[src/rtl/chess_pkg.sv]
`default_nettype none
// +----------------------------------------------------------------------+
// | chess_pkg                                                            |
// | Piece codes, sprite ROM geometry and scheduler state encoding.       |
// | Rev 1.0                                                              |
// +----------------------------------------------------------------------+
package chess_pkg;

  typedef enum logic [3:0] {
    EMPTY    = 4'd0,
    W_PAWN   = 4'd1,
    W_KNIGHT = 4'd2,
    W_BISHOP = 4'd3,
    W_ROOK   = 4'd4,
    W_QUEEN  = 4'd5,
    W_KING   = 4'd6,
    B_PAWN   = 4'd7,
    B_KNIGHT = 4'd8,
    B_BISHOP = 4'd9,
    B_ROOK   = 4'd10,
    B_QUEEN  = 4'd11,
    B_KING   = 4'd12
  } piece_code_t;

  localparam int SPR_DIM   = 55;
  localparam int SPR_WORDS = SPR_DIM * SPR_DIM;
  localparam int N_TYPES   = 12;

  typedef enum logic [1:0] {
    S_IDLE  = 2'd0,
    S_CALC  = 2'd1,
    S_FETCH = 2'd2,
    S_DRAIN = 2'd3
  } sched_state_t;

endpackage
`default_nettype wire

[src/rtl/piece_sprite_scheduler_if.sv]
`default_nettype none
// +----------------------------------------------------------------------+
// | piece_sprite_scheduler_if                                            |
// | Raster, board RAM, sprite ROM and pixel outputs of the scheduler.    |
// | SPRITE_HILITE_EN adds the square-selection inputs.                   |
// | Rev 1.0                                                              |
// +----------------------------------------------------------------------+
interface piece_sprite_scheduler_if;
  logic [9:0]  DrawX;
  logic [9:0]  DrawY;
  logic [5:0]  board_rd_addr;
  logic [3:0]  board_rd_data;
  logic [15:0] rom_address;
  logic [3:0]  rom_q;
  logic        piece_on;
  logic [3:0]  piece_code;
  logic        hilite_on;
`ifdef SPRITE_HILITE_EN
  logic [5:0]  sel_sq;
  logic        sel_valid;

  modport master (
    input  DrawX, DrawY, board_rd_data, rom_q, sel_sq, sel_valid,
    output board_rd_addr, rom_address, piece_on, piece_code, hilite_on
  );
  modport slave (
    output DrawX, DrawY, board_rd_data, rom_q, sel_sq, sel_valid,
    input  board_rd_addr, rom_address, piece_on, piece_code, hilite_on
  );
`else
  modport master (
    input  DrawX, DrawY, board_rd_data, rom_q,
    output board_rd_addr, rom_address, piece_on, piece_code, hilite_on
  );
  modport slave (
    output DrawX, DrawY, board_rd_data, rom_q,
    input  board_rd_addr, rom_address, piece_on, piece_code, hilite_on
  );
`endif
endinterface
`default_nettype wire

[src/rtl/sprite_addr_gen.sv]
`default_nettype none
// +----------------------------------------------------------------------+
// | sprite_addr_gen                                                      |
// | Combinational piece code / in-square position -> sprite ROM address. |
// | Rev 1.0                                                              |
// +----------------------------------------------------------------------+
module sprite_addr_gen #(
  parameter int SPR_OFS   = 2,
  parameter int SPR_DIM   = chess_pkg::SPR_DIM,
  parameter int SPR_WORDS = chess_pkg::SPR_WORDS
) (
  input  logic                  en,
  input  chess_pkg::piece_code_t code,
  input  logic [5:0]            lx,
  input  logic [5:0]            ly,
  output logic [15:0]           rom_address,
  output logic                  hit
);
  import chess_pkg::*;

  always_comb begin
    hit = en && (code != EMPTY) && (int'(code) <= N_TYPES)
          && (lx >= 6'(SPR_OFS)) && (lx < 6'(SPR_OFS + SPR_DIM))
          && (ly >= 6'(SPR_OFS)) && (ly < 6'(SPR_OFS + SPR_DIM));
    rom_address = '0;
    if (hit) begin
      rom_address = 16'((int'(code) - 1) * SPR_WORDS
                        + (int'(ly) - SPR_OFS) * SPR_DIM
                        + (int'(lx) - SPR_OFS));
    end
  end

endmodule
`default_nettype wire

[src/rtl/piece_sprite_scheduler.sv]
`default_nettype none
// +----------------------------------------------------------------------+
// | piece_sprite_scheduler                                               |
// | Prefetches the next board row in h-blank and shares one sprite ROM   |
// | across all squares. SPRITE_HILITE_EN enables the selection border.   |
// | Rev 1.0                                                              |
// +----------------------------------------------------------------------+
module piece_sprite_scheduler #(
  parameter int BOARD_X0 = 80,
  parameter int BOARD_Y0 = 0,
  parameter int SQ_PITCH = 60,
  parameter int SPR_OFS  = 2,
  parameter int SPR_DIM  = chess_pkg::SPR_DIM,
  parameter int H_FETCH  = 640,
  parameter int TRANSP   = 0
) (
  input  logic                     vga_clk,
  input  logic                     reset,
  piece_sprite_scheduler_if.master bus
);
  import chess_pkg::*;

  localparam int c_H_TOTAL = 800;
  localparam int c_V_TOTAL = 525;
  localparam int c_X_PRE   = (BOARD_X0 == 0) ? c_H_TOTAL - 1 : BOARD_X0 - 1;
  localparam int c_Y_SPAN  = 8 * SQ_PITCH;

  sched_state_t r_state;
  piece_code_t  r_row_buf [8];
  logic [2:0]   r_fcol;
  logic [2:0]   r_row;
  logic [5:0]   r_ly;
  logic         r_row_valid;
  logic [5:0]   r_rd_addr;

  logic         r_in_board;
  logic [2:0]   r_col;
  logic [5:0]   r_lx;

  logic         r_hit_d1;
  piece_code_t  r_code_d1;

  logic [9:0]   w_ny;
  logic [10:0]  w_ny_diff;
  logic         w_ny_in;
  logic [6:0]   w_row_ge;
  logic [2:0]   w_row;
  logic [5:0]   w_ly;
  logic         w_hit;
  logic [15:0]  w_rom_address;
  piece_code_t  w_code;

  // Next line's row and line-in-square from fixed square boundaries,
  // so they are correct on the first prefetch after any reset.
  assign w_ny      = (bus.DrawY == 10'(c_V_TOTAL - 1)) ? 10'd0 : bus.DrawY + 10'd1;
  assign w_ny_diff = {1'b0, w_ny} - 11'(BOARD_Y0);
  assign w_ny_in   = !w_ny_diff[10] && (w_ny_diff[9:0] < 10'(c_Y_SPAN));

  for (genvar k = 1; k < 8; k++) begin : g_row_bound
    assign w_row_ge[k-1] = (w_ny_diff[9:0] >= 10'(k * SQ_PITCH));
  end

  assign w_row = 3'($countones(w_row_ge));
  assign w_ly  = 6'(w_ny_diff[9:0] - 10'(int'(w_row) * SQ_PITCH));

  always_ff @(posedge vga_clk) begin
    if (reset) begin
      r_state     <= S_IDLE;
      r_row_buf   <= '{default: EMPTY};
      r_fcol      <= '0;
      r_row       <= '0;
      r_ly        <= '0;
      r_row_valid <= 1'b0;
      r_rd_addr   <= '0;
    end else begin
      case (r_state)
        S_IDLE: begin
          if (bus.DrawX == 10'(H_FETCH)) r_state <= S_CALC;
        end
        S_CALC: begin
          if (w_ny_in) begin
            r_row       <= w_row;
            r_ly        <= w_ly;
            r_row_valid <= 1'b1;
            r_fcol      <= '0;
            r_rd_addr   <= {w_row, 3'd0};
            r_state     <= S_FETCH;
          end else begin
            r_row_valid <= 1'b0;
            r_row_buf   <= '{default: EMPTY};
            r_state     <= S_IDLE;
          end
        end
        S_FETCH: begin
          // RAM data lags the address by one cycle
          if (r_fcol != 3'd0) r_row_buf[r_fcol - 3'd1] <= piece_code_t'(bus.board_rd_data);
          if (r_fcol == 3'd7) begin
            r_state <= S_DRAIN;
          end else begin
            r_fcol    <= r_fcol + 3'd1;
            r_rd_addr <= {r_row, r_fcol + 3'd1};
          end
        end
        S_DRAIN: begin
          r_row_buf[7] <= piece_code_t'(bus.board_rd_data);
          r_rd_addr    <= '0;
          r_state      <= S_IDLE;
        end
        default: r_state <= S_IDLE;
      endcase
    end
  end

  // Column/lx registers hold the position of the pixel on DrawX this cycle.
  always_ff @(posedge vga_clk) begin
    if (reset) begin
      r_in_board <= 1'b0;
      r_col      <= '0;
      r_lx       <= '0;
    end else if (bus.DrawX == 10'(c_X_PRE)) begin
      r_in_board <= 1'b1;
      r_col      <= '0;
      r_lx       <= '0;
    end else if (r_in_board) begin
      if (r_lx == 6'(SQ_PITCH - 1)) begin
        r_lx  <= '0;
        r_col <= r_col + 3'd1;
        if (r_col == 3'd7) r_in_board <= 1'b0;
      end else begin
        r_lx <= r_lx + 6'd1;
      end
    end
  end

  assign w_code = r_row_buf[r_col];

  sprite_addr_gen #(
    .SPR_OFS   (SPR_OFS),
    .SPR_DIM   (SPR_DIM),
    .SPR_WORDS (SPR_DIM * SPR_DIM)
  ) u_addr_gen (
    .en          (r_in_board && r_row_valid),
    .code        (w_code),
    .lx          (r_lx),
    .ly          (r_ly),
    .rom_address (w_rom_address),
    .hit         (w_hit)
  );

  always_ff @(posedge vga_clk) begin
    if (reset) begin
      r_hit_d1  <= 1'b0;
      r_code_d1 <= EMPTY;
    end else begin
      r_hit_d1  <= w_hit;
      r_code_d1 <= w_hit ? w_code : EMPTY;
    end
  end

  assign bus.board_rd_addr = r_rd_addr;
  assign bus.rom_address   = w_rom_address;
  assign bus.piece_on      = r_hit_d1 && (bus.rom_q != 4'(TRANSP));
  assign bus.piece_code    = r_code_d1;

`ifdef SPRITE_HILITE_EN
  logic r_hil_d1;
  logic w_hil;
  logic w_edge_x;
  logic w_edge_y;

  assign w_edge_x = (r_lx < 6'd2) || (r_lx >= 6'(SQ_PITCH - 2));
  assign w_edge_y = (r_ly < 6'd2) || (r_ly >= 6'(SQ_PITCH - 2));
  assign w_hil    = bus.sel_valid && r_in_board && r_row_valid
                    && (bus.sel_sq == {r_row, r_col}) && (w_edge_x || w_edge_y);

  always_ff @(posedge vga_clk) begin
    if (reset) r_hil_d1 <= 1'b0;
    else       r_hil_d1 <= w_hil;
  end

  assign bus.hilite_on = r_hil_d1;
`else
  assign bus.hilite_on = 1'b0;
`endif

endmodule
`default_nettype wire

[src/flat_wrapper.sv]
// flat-port wrapper written by rule: the top's interface ports become plain ports
module piece_sprite_scheduler_flat import chess_pkg::*;
#(
  parameter int BOARD_X0 = 80,
  parameter int BOARD_Y0 = 0,
  parameter int SQ_PITCH = 60,
  parameter int SPR_OFS  = 2,
  parameter int SPR_DIM  = chess_pkg::SPR_DIM,
  parameter int H_FETCH  = 640,
  parameter int TRANSP   = 0
)
  (vga_clk, reset, bus_DrawX, bus_DrawY, bus_board_rd_data, bus_rom_q, bus_board_rd_addr, bus_rom_address, bus_piece_on, bus_piece_code, bus_hilite_on);
  piece_sprite_scheduler_if bus_i ();
  input  logic vga_clk;
  input  logic reset;
  input wire logic [$bits(bus_i.DrawX)-1:0] bus_DrawX;
  input wire logic [$bits(bus_i.DrawY)-1:0] bus_DrawY;
  input wire logic [$bits(bus_i.board_rd_data)-1:0] bus_board_rd_data;
  input wire logic [$bits(bus_i.rom_q)-1:0] bus_rom_q;
  output wire logic [$bits(bus_i.board_rd_addr)-1:0] bus_board_rd_addr;
  output wire logic [$bits(bus_i.rom_address)-1:0] bus_rom_address;
  output wire logic [$bits(bus_i.piece_on)-1:0] bus_piece_on;
  output wire logic [$bits(bus_i.piece_code)-1:0] bus_piece_code;
  output wire logic [$bits(bus_i.hilite_on)-1:0] bus_hilite_on;
  assign bus_i.DrawX = bus_DrawX;
  assign bus_i.DrawY = bus_DrawY;
  assign bus_i.board_rd_data = bus_board_rd_data;
  assign bus_i.rom_q = bus_rom_q;
  assign bus_board_rd_addr = bus_i.board_rd_addr;
  assign bus_rom_address = bus_i.rom_address;
  assign bus_piece_on = bus_i.piece_on;
  assign bus_piece_code = bus_i.piece_code;
  assign bus_hilite_on = bus_i.hilite_on;
  piece_sprite_scheduler #(.BOARD_X0(BOARD_X0), .BOARD_Y0(BOARD_Y0), .SQ_PITCH(SQ_PITCH), .SPR_OFS(SPR_OFS), .SPR_DIM(SPR_DIM), .H_FETCH(H_FETCH), .TRANSP(TRANSP)) u_core (.vga_clk(vga_clk), .reset(reset), .bus(bus_i));
endmodule
[config.mk]
export PLATFORM = sky130hd
export DESIGN_NAME = piece_sprite_scheduler_flat
export DESIGN_NICKNAME = d
export VERILOG_FILES = /design/src/rtl/chess_pkg.sv /design/src/rtl/piece_sprite_scheduler_if.sv /design/src/rtl/sprite_addr_gen.sv /design/src/rtl/piece_sprite_scheduler.sv /design/src/flat_wrapper.sv
export SDC_FILE = /design/constraint.sdc
export NUM_CORES = 1
export LEC_CHECK = 0
export CAP_MARGIN = 20
export CORE_MARGIN = 4
export CORE_UTILIZATION = 40
export DETAILED_ROUTE_END_ITERATION = 8
export PLACE_DENSITY = 0.58
export SLEW_MARGIN = 15
export SYNTH_ARGS = -nofsm -noshare
export SYNTH_HDL_FRONTEND = slang
export SYNTH_HIERARCHICAL = 1
export SYNTH_SLANG_ARGS = --single-unit
[constraint.sdc]
create_clock -name vga_clk -period 9.55 [get_ports vga_clk]
set_input_delay 1.91 -clock vga_clk [delete_from_list [all_inputs] [get_ports vga_clk]]
set_output_delay 1.91 -clock vga_clk [all_outputs]
set_load 0.05 [all_outputs]
# --- Word-level counts from Yosys, hierarchy flattened ---
# Cells that the tools add are included.
totals:
  elab_cells: 125
  romBits: 0
  latchBits: 0
  mem_bits_rw: 0
  output_inout_bits: 28
  reg_bits: 68
  n_memories: 0
  inputBits: 30
classes:
  magnitude_cmp: 16
  eq_ne: 15
  reduce_logical: 24
  muxes: 28
  shifts: 0
  multipliers: 3
  n_addsub: 17
  n_bitwise: 3
  div: 0
ops:
  columns: ["op", "count"]
  rows:
  - ["2-to-1 mux 32 bit", 2]
  - ["case mux 28 bit (2 select lines)", 1]
  - ["bitwise mux 32 bit", 1]
  - ["greater-or-equal comparator 10 x 9 -> 1 bit (second input constant)", 3]
  - ["== test 10 bit (second input constant)", 2]
  - ["greater-or-equal comparator 10 x 8 -> 1 bit (second input constant)", 2]
  - ["2-to-1 mux 6 bit", 3]
  - ["case mux 6 bit (3 select lines)", 1]
  - ["adder 16 x 14 -> 16 bit", 1]
  - ["adder 16 x 7 -> 16 bit", 1]
  - ["multiplier 5 x 13 -> 16 bit (second input constant)", 1]
  - ["2-to-1 mux 16 bit", 1]
  - ["multiplier 7 x 7 -> 14 bit (second input constant)", 1]
  - ["subtractor 6 x 2 -> 7 bit (second input constant)", 2]
  - ["binary-select mux 4 bit (select 3 bit)", 1]
  - ["demux 4 bit (select 3 bit)", 1]
  - ["greater-or-equal comparator 6 x 2 -> 1 bit (second input constant)", 2]
  - ["< comparator 6 bit (second input constant)", 2]
  - ["2-to-1 mux 4 bit", 3]
  - ["case mux 4 bit (3 select lines)", 1]
  - ["AND reduction 3 bit", 4]
  - ["adder 10 x 1 -> 10 bit (second input constant)", 1]
  - ["== test 10 x 7 -> 1 bit (second input constant)", 1]
  - ["greater-or-equal comparator 10 x 6 -> 1 bit (second input constant)", 1]
  - ["other kinds (35)", 67]

# --- Logic depth before layout (Yosys ltp) ---
depth:
  ltp_word: 13
  mapped_depth: 27
  ltp_nobuf: 25

# --- By module ---
# Netlist, hierarchy kept.
by_module_without_submodules:
  columns: ["module", "seq_area_each_um2", "n_inst", "cells_per_inst", "area_per_inst_um2"]
  rows:
  - ["piece_sprite_scheduler", 1361.3, 1, 419, 4000.1]
  - ["sprite_addr_gen", 0.0, 1, 347, 3206.8]

# --- Worst setup path before layout ---
# OpenSTA, ideal clock, no wires.
synth_path:
  path_type: "register to output"
  startpoint: "reg u_core.r_col[1]"
  endpoint: "out bus_rom_address[14]"
  t_required_ns: 7.640
  path_buffers: 2
  setup_slack_ns: -0.111
  path_stages_with_launch: 26
  t_arrival_ns: 7.751
  cell_sequence: "dfxtp_1 -> clkbuf_1 -> mux4_2 -> mux2_2 -> clkbuf_1 -> inv_1 -> ha_1 -> inv_1 -> a21oi_1 -> xnor2_1 -> inv_1 -> fa_1 -> inv_1 -> fa_1 -> inv_1 -> fa_1 -> fa_1 -> fa_1 -> ha_1 -> ha_1 -> a211o_1 -> a31o_1 -> a41o_1 -> a2111oi_4 -> o21ai_1 -> a21oi_1"
synth_between:
  elab_chain_cells: 12
  word_cells_on_any_way: 17
  cone_classes: "3 x add/sub; 1 x mul; 1 x order compare; 4 x mux; 1 x bitwise; 7 x reduce/logical"
synth_rtl:
  columns: ["item", "line_no", "source"]
  rows:
  - ["start: declaration", "piece_sprite_scheduler.sv:37", "logic [2:0] r_col;"]
  - ["start signal: assignment", "piece_sprite_scheduler.sv:127", "r_col <= r_col + 3'd1;"]
  - ["NOT 3 -> 4 bit (not written as such) *", "piece_sprite_scheduler.sv:135", "assign w_code = r_row_buf[r_col];"]
  - ["binary-select mux 4 bit (select 3 bit) *", "piece_sprite_scheduler.sv:135", null]
  - ["2-to-1 mux 4 bit (not written as such) * (2 in a row)", "piece_sprite_scheduler.sv:135", null]
  - ["via u_core.w_code[1]", "piece_sprite_scheduler.sv:51", "piece_code_t w_code;"]
  - ["parallel branches: the longest is 7 deep, another holds multiplier 5 x 13 -> 16 bit", null, null]
  - ["2-to-1 mux 16 bit *", "sprite_addr_gen.sv:26", "if (hit) begin"]
  - ["end: declaration", "flat_wrapper.sv:21", "output wire logic [$bits(bus_i.rom_address)-1:0] bus_rom_address;"]
# Mark *: on every way through the listed nets, which the timed path passes. The select of a mux whose other input is x is not followed.

# --- Final worst setup path ---
# Ends and elaborated chain as after synthesis.

==> implementation parameters <==
Parameter                              Value

Logic synthesis
  Yosys Warn Count    6
  Cell area after technology mapping    7207 um^2
  Biggest area contributors in the synthesized netlist    sky130_fd_sc_hd__dfxtp_1 19%, sky130_fd_sc_hd__ha_1 17%, sky130_fd_sc_hd__fa_1 16%
  Share of flip-flops with an asynchronous set or reset    0
  Post-synthesis net count    951
  Sequential share of the synthesized area    0.1889
  Portion of netlist area occupied by mux cells    0.04236
  Xor/xnor share of the synthesized area    0.06389
  Number of distinct library cell variants in the gate-level netlist after synthesis    72
  Number of flops mapped to enable cells by yosys    0
  Post-Synthesis Cells    ~770
  Compound-Gate Fraction of Synth Area    0.1703
  Post-synthesis register bit count    68
  Post-synthesis simple-gate area fraction    0.1306
  Fraction of the mapped netlist area in adder cells    0.3274
  Synth Flop Type    sky130_fd_sc_hd__dfxtp_1
  Mean instance size in the synthesized netlist    9.409 um^2
  Combinational family with the most area after synthesis    adder cells
  Largest area contributor in the synthesized netlist    sky130_fd_sc_hd__dfxtp_1
  Fraction of synthesized cell area taken by the top area cell type    0.1889

Power
  Power per Cell Area    266.1 nW/um^2
  Sequential share of power    0.130
  Switching power    0.9948 mW
  Net switching share of the total power    0.4505
  Clock share of power    0.155
  Largest voltage drop on the vdd net    0.0005762 V
  Comb pwr share    0.714
  Power consumption    around 2.2 mW
  Leakage power    ~3.4 nW
  Internal cell power    1.213 mW

Flow run
  Max-capacitance violation count    0

Global routing
  Initial antenna violation count    0
  Largest net degree at the start of global routing    37
  First-pass GRT wire length    28790 um
  Vias in the first global route    5942
  Total grt overflow    0
  Overall routing resource usage    0.1734

Setup path
  Reg2Reg Launch Point    u_core/r_col[0]$_SDFFE_PP0P_
  Timing startpoint of the critical path    u_core/r_col[1]$_SDFFE_PP0P_
  Data required time of the critical path    7640 ps
  Critical Path Start Type    flop
  Critical path peak fanout    9
  CP Buf/Inv Count    7
  Critical Path Most Common Cell    sky130_fd_sc_hd__fa_1
  Delay contributed by the slowest stage of the critical path    590 ps
  Cell type group with the largest total delay on the critical path    adder cells
  R2r setup slk    roughly 6000 ps
  Endpoint class of the critical path    primary output
  Worst setup path category    flop to primary output
  CP max stage cell    sky130_fd_sc_hd__fa_2
  Data arrival time at the worst-slack endpoint    7330 ps

Timing
  Post-route minimum period    9236 ps
  Relative slew margins    0.2407
  Highest Clock Rate    108.3 MHz
  Worst Clk Skew    11.59 ps
  Setup TNS Final    0 ps
  Setup repair after global routing missed its margin    no
  Final-report max-slew violation count    0
  Hold Fails Final Rpt    0
  Final critical-path share of the clock period    0.9671
  Final setup violation count    0
  Worst slew pin tran    about 1100 ps

Routing
  Drt via density    5.447
  Wirelength per Cell    16.27 um
  Detailed-route via count    5670
  DRC violation total after the first TritonRoute iteration    254
  Number of DRC violations after detailed routing    0
  Number of iterations in the first detailed-routing pass    5
  Post-Route WL    about 17000 um
  Number of nets with antenna violations after routing    0

Clock network
  CTS Root Cell    sky130_fd_sc_hd__clkbuf_16
  H-tree lvl count    3
  Number of buffers inserted during clock tree synthesis    9
  Clk pin slew, worst setup/hold paths    60 ps
  Clock latency at the later pin of the worst-skew pair    around 340 ps
  Clock buffer depth    2
  Clock tree from TritonCTS    yes
  Clock sink count    68

Worst hold path
  Worst Hold Class    flop to flop
  Hold wc startpoint    u_core/bus.board_rd_addr[5]$_SDFFE_PP0P_

Outcome
  Outcome    complete, no violations

Cells and area
  Share of final-layout standard cells stronger than drive strength 1    0.1005
  Nets@finish    approximately 1000
  Syn-to-layout area delta    15.12%
  Number of diodes    0

Die
  Boundary Pins    58
  Core region area    17480 um^2
  Die outline width    142.2 um
  Die height    roughly 140 um
  Number of core rows    48
  Initial Util    0.4124
  DIE AREA    20230 um^2

Placed design
  Placer congestion estimate    0.9081
  IO buf count    56
  Placed wire-length estimate after detailed placement    13760 um
-- cells in the final DEF, fill, tap and decap left out, types with 8 or more instances in the layout --
cell type                          n
sky130_fd_sc_hd__a21oi_1          42
sky130_fd_sc_hd__nor2_1           45
sky130_fd_sc_hd__a211oi_1         15
sky130_fd_sc_hd__and2_1           13
sky130_fd_sc_hd__nand4_1          10
sky130_fd_sc_hd__a32o_1           28
sky130_fd_sc_hd__clkdlybuf4s50_1  50
sky130_fd_sc_hd__dfxtp_1          68
sky130_fd_sc_hd__fa_1             55
sky130_fd_sc_hd__nand2_1          45
sky130_fd_sc_hd__xnor2_1          27
sky130_fd_sc_hd__clkbuf_16         9
sky130_fd_sc_hd__inv_1            93
sky130_fd_sc_hd__nand2b_1         13
sky130_fd_sc_hd__xor2_1           22
sky130_fd_sc_hd__buf_4            12
sky130_fd_sc_hd__nand3_1           9
sky130_fd_sc_hd__ha_1             98
sky130_fd_sc_hd__o21ai_0          21
sky130_fd_sc_hd__mux4_2            8
sky130_fd_sc_hd__mux2i_1           8
-- state kept, by name (all words and copies together), names as in the netlist, 3 cells and up, named ones only --
signal                    cells
u_core/r_fcol                 3
u_core/bus.piece_code         4
u_core/bus.board_rd_addr      6
u_core/r_row                  3
u_core/r_row_buf             32
u_core/r_col                  3
u_core/r_ly                   6
u_core/r_lx                   6
-- kinds of logic (layout without fill, tap and decap cells) --
| family | count (synthesis) | in the layout |
|---|---|---|
| multiplexers | 20 | 20 |
| flip-flops | 68 | 68 |
| AO/OA/AOI/OAI | 163 | 163 |
| other | 1 | 1 |
| adder cells (fa/ha/maj) | 155 | 155 |
| XOR/XNOR | 51 | 51 |
| buffers and inverters | 130 | 180 |
| AND/OR/NAND/NOR | 178 | 178 |
-- path summary, 6_finish.rpt --
kind | to | cells after the start
hold / removal | u_core/bus.board_rd_addr[5]$_SDFFE_PP0P_ | 2
hold reg to reg | u_core/bus.board_rd_addr[5]$_SDFFE_PP0P_ | 2
setup / recovery | bus_rom_address[14] | 25
setup reg to reg | u_core/bus.piece_code[2]$_SDFF_PP0_ | 14
-- routing by layer --
layer,wire length [um],track usage,share of wire
met4,265,0.05404,0.016
met3,356,0.02016,0.021
met2,8704,0.3138,0.51
met1,7607,0.2154,0.45
met5,0,0,0
-- worst min-delay path, stage by stage (launching register included) --
cell and delay (ps):
sky130_fd_sc_hd__dfxtp_1 310, sky130_fd_sc_hd__inv_1 50, sky130_fd_sc_hd__a211oi_1 50
-- cell usage after synthesis, types with 5 or more instances --
master,count
sky130_fd_sc_hd__xnor2_1,28
sky130_fd_sc_hd__nand2b_1,13
sky130_fd_sc_hd__dfxtp_1,68
sky130_fd_sc_hd__or3_1,6
sky130_fd_sc_hd__o21ai_0,21
sky130_fd_sc_hd__mux2i_1,8
sky130_fd_sc_hd__a21oi_1,44
sky130_fd_sc_hd__and2_1,13
sky130_fd_sc_hd__nor2_1,46
sky130_fd_sc_hd__buf_1,7
sky130_fd_sc_hd__o211ai_1,6
sky130_fd_sc_hd__o31ai_1,6
sky130_fd_sc_hd__a21o_1,5
sky130_fd_sc_hd__buf_6,6
sky130_fd_sc_hd__clkbuf_1,12
sky130_fd_sc_hd__inv_1,96
sky130_fd_sc_hd__nand4_1,10
sky130_fd_sc_hd__nand2_1,45
sky130_fd_sc_hd__nand3_1,9
sky130_fd_sc_hd__ha_1,99
sky130_fd_sc_hd__a32o_1,28
sky130_fd_sc_hd__mux4_2,8
sky130_fd_sc_hd__xor2_1,22
sky130_fd_sc_hd__fa_1,56
sky130_fd_sc_hd__o211ai_2,7
sky130_fd_sc_hd__a211oi_1,15
sky130_fd_sc_hd__nor3_1,7
-- power by group through the flow --
stage	logic (mW)	clock network, mW	registers (mW)
2_1_floorplan	1.21	0	0.296
3_3_place_gp	1.42	0	0.294
3_5_place_dp	1.49	0	0.294
4_1_cts	1.56	0.350	0.288
5_1_grt	1.78	0.366	0.288
6_report	1.58	0.343	0.288
-- cell type report --
type,count,area [um^2]
clock buffers,9,225.2
fillers,1650,9180
multi-input cells,568,5341
inverters,99,371.6
clock inverters,7,80.08
repair buffers,65,635.6
well taps,225,281.5
flip-flops and latches,68,1361
-- per-stage QoR --
| stage | instances | utilization | worst slack, ps | hold WS [ps] | instance area (um^2) |
|---|---|---|---|---|---|
| floorplan | 766 | - | 143.4 | 431.7 | 7211 |
| global placement | 1022 | 0.4538 | 456.8 | 442.8 | 7931 |
| detailed placement | 1023 | 0.4541 | 220.3 | 452.1 | 7936 |
| CTS | 1039 | 0.4729 | 70.44 | 465.3 | 8265 |
| global route | 1041 | 0.4747 | 9.204 | 472.6 | 8297 |
| finish | 1041 | 0.4747 | 314.1 | 460.8 | 8297 |
-- repair_timing --
item,4_1_cts,5_1_grt
hold buffers,0,0
endpoints found under the setup margin,1,3
pin swaps,1,4
resized for setup,4,6
setup buffers,0,2
Power figures use the tool's default switching activity.
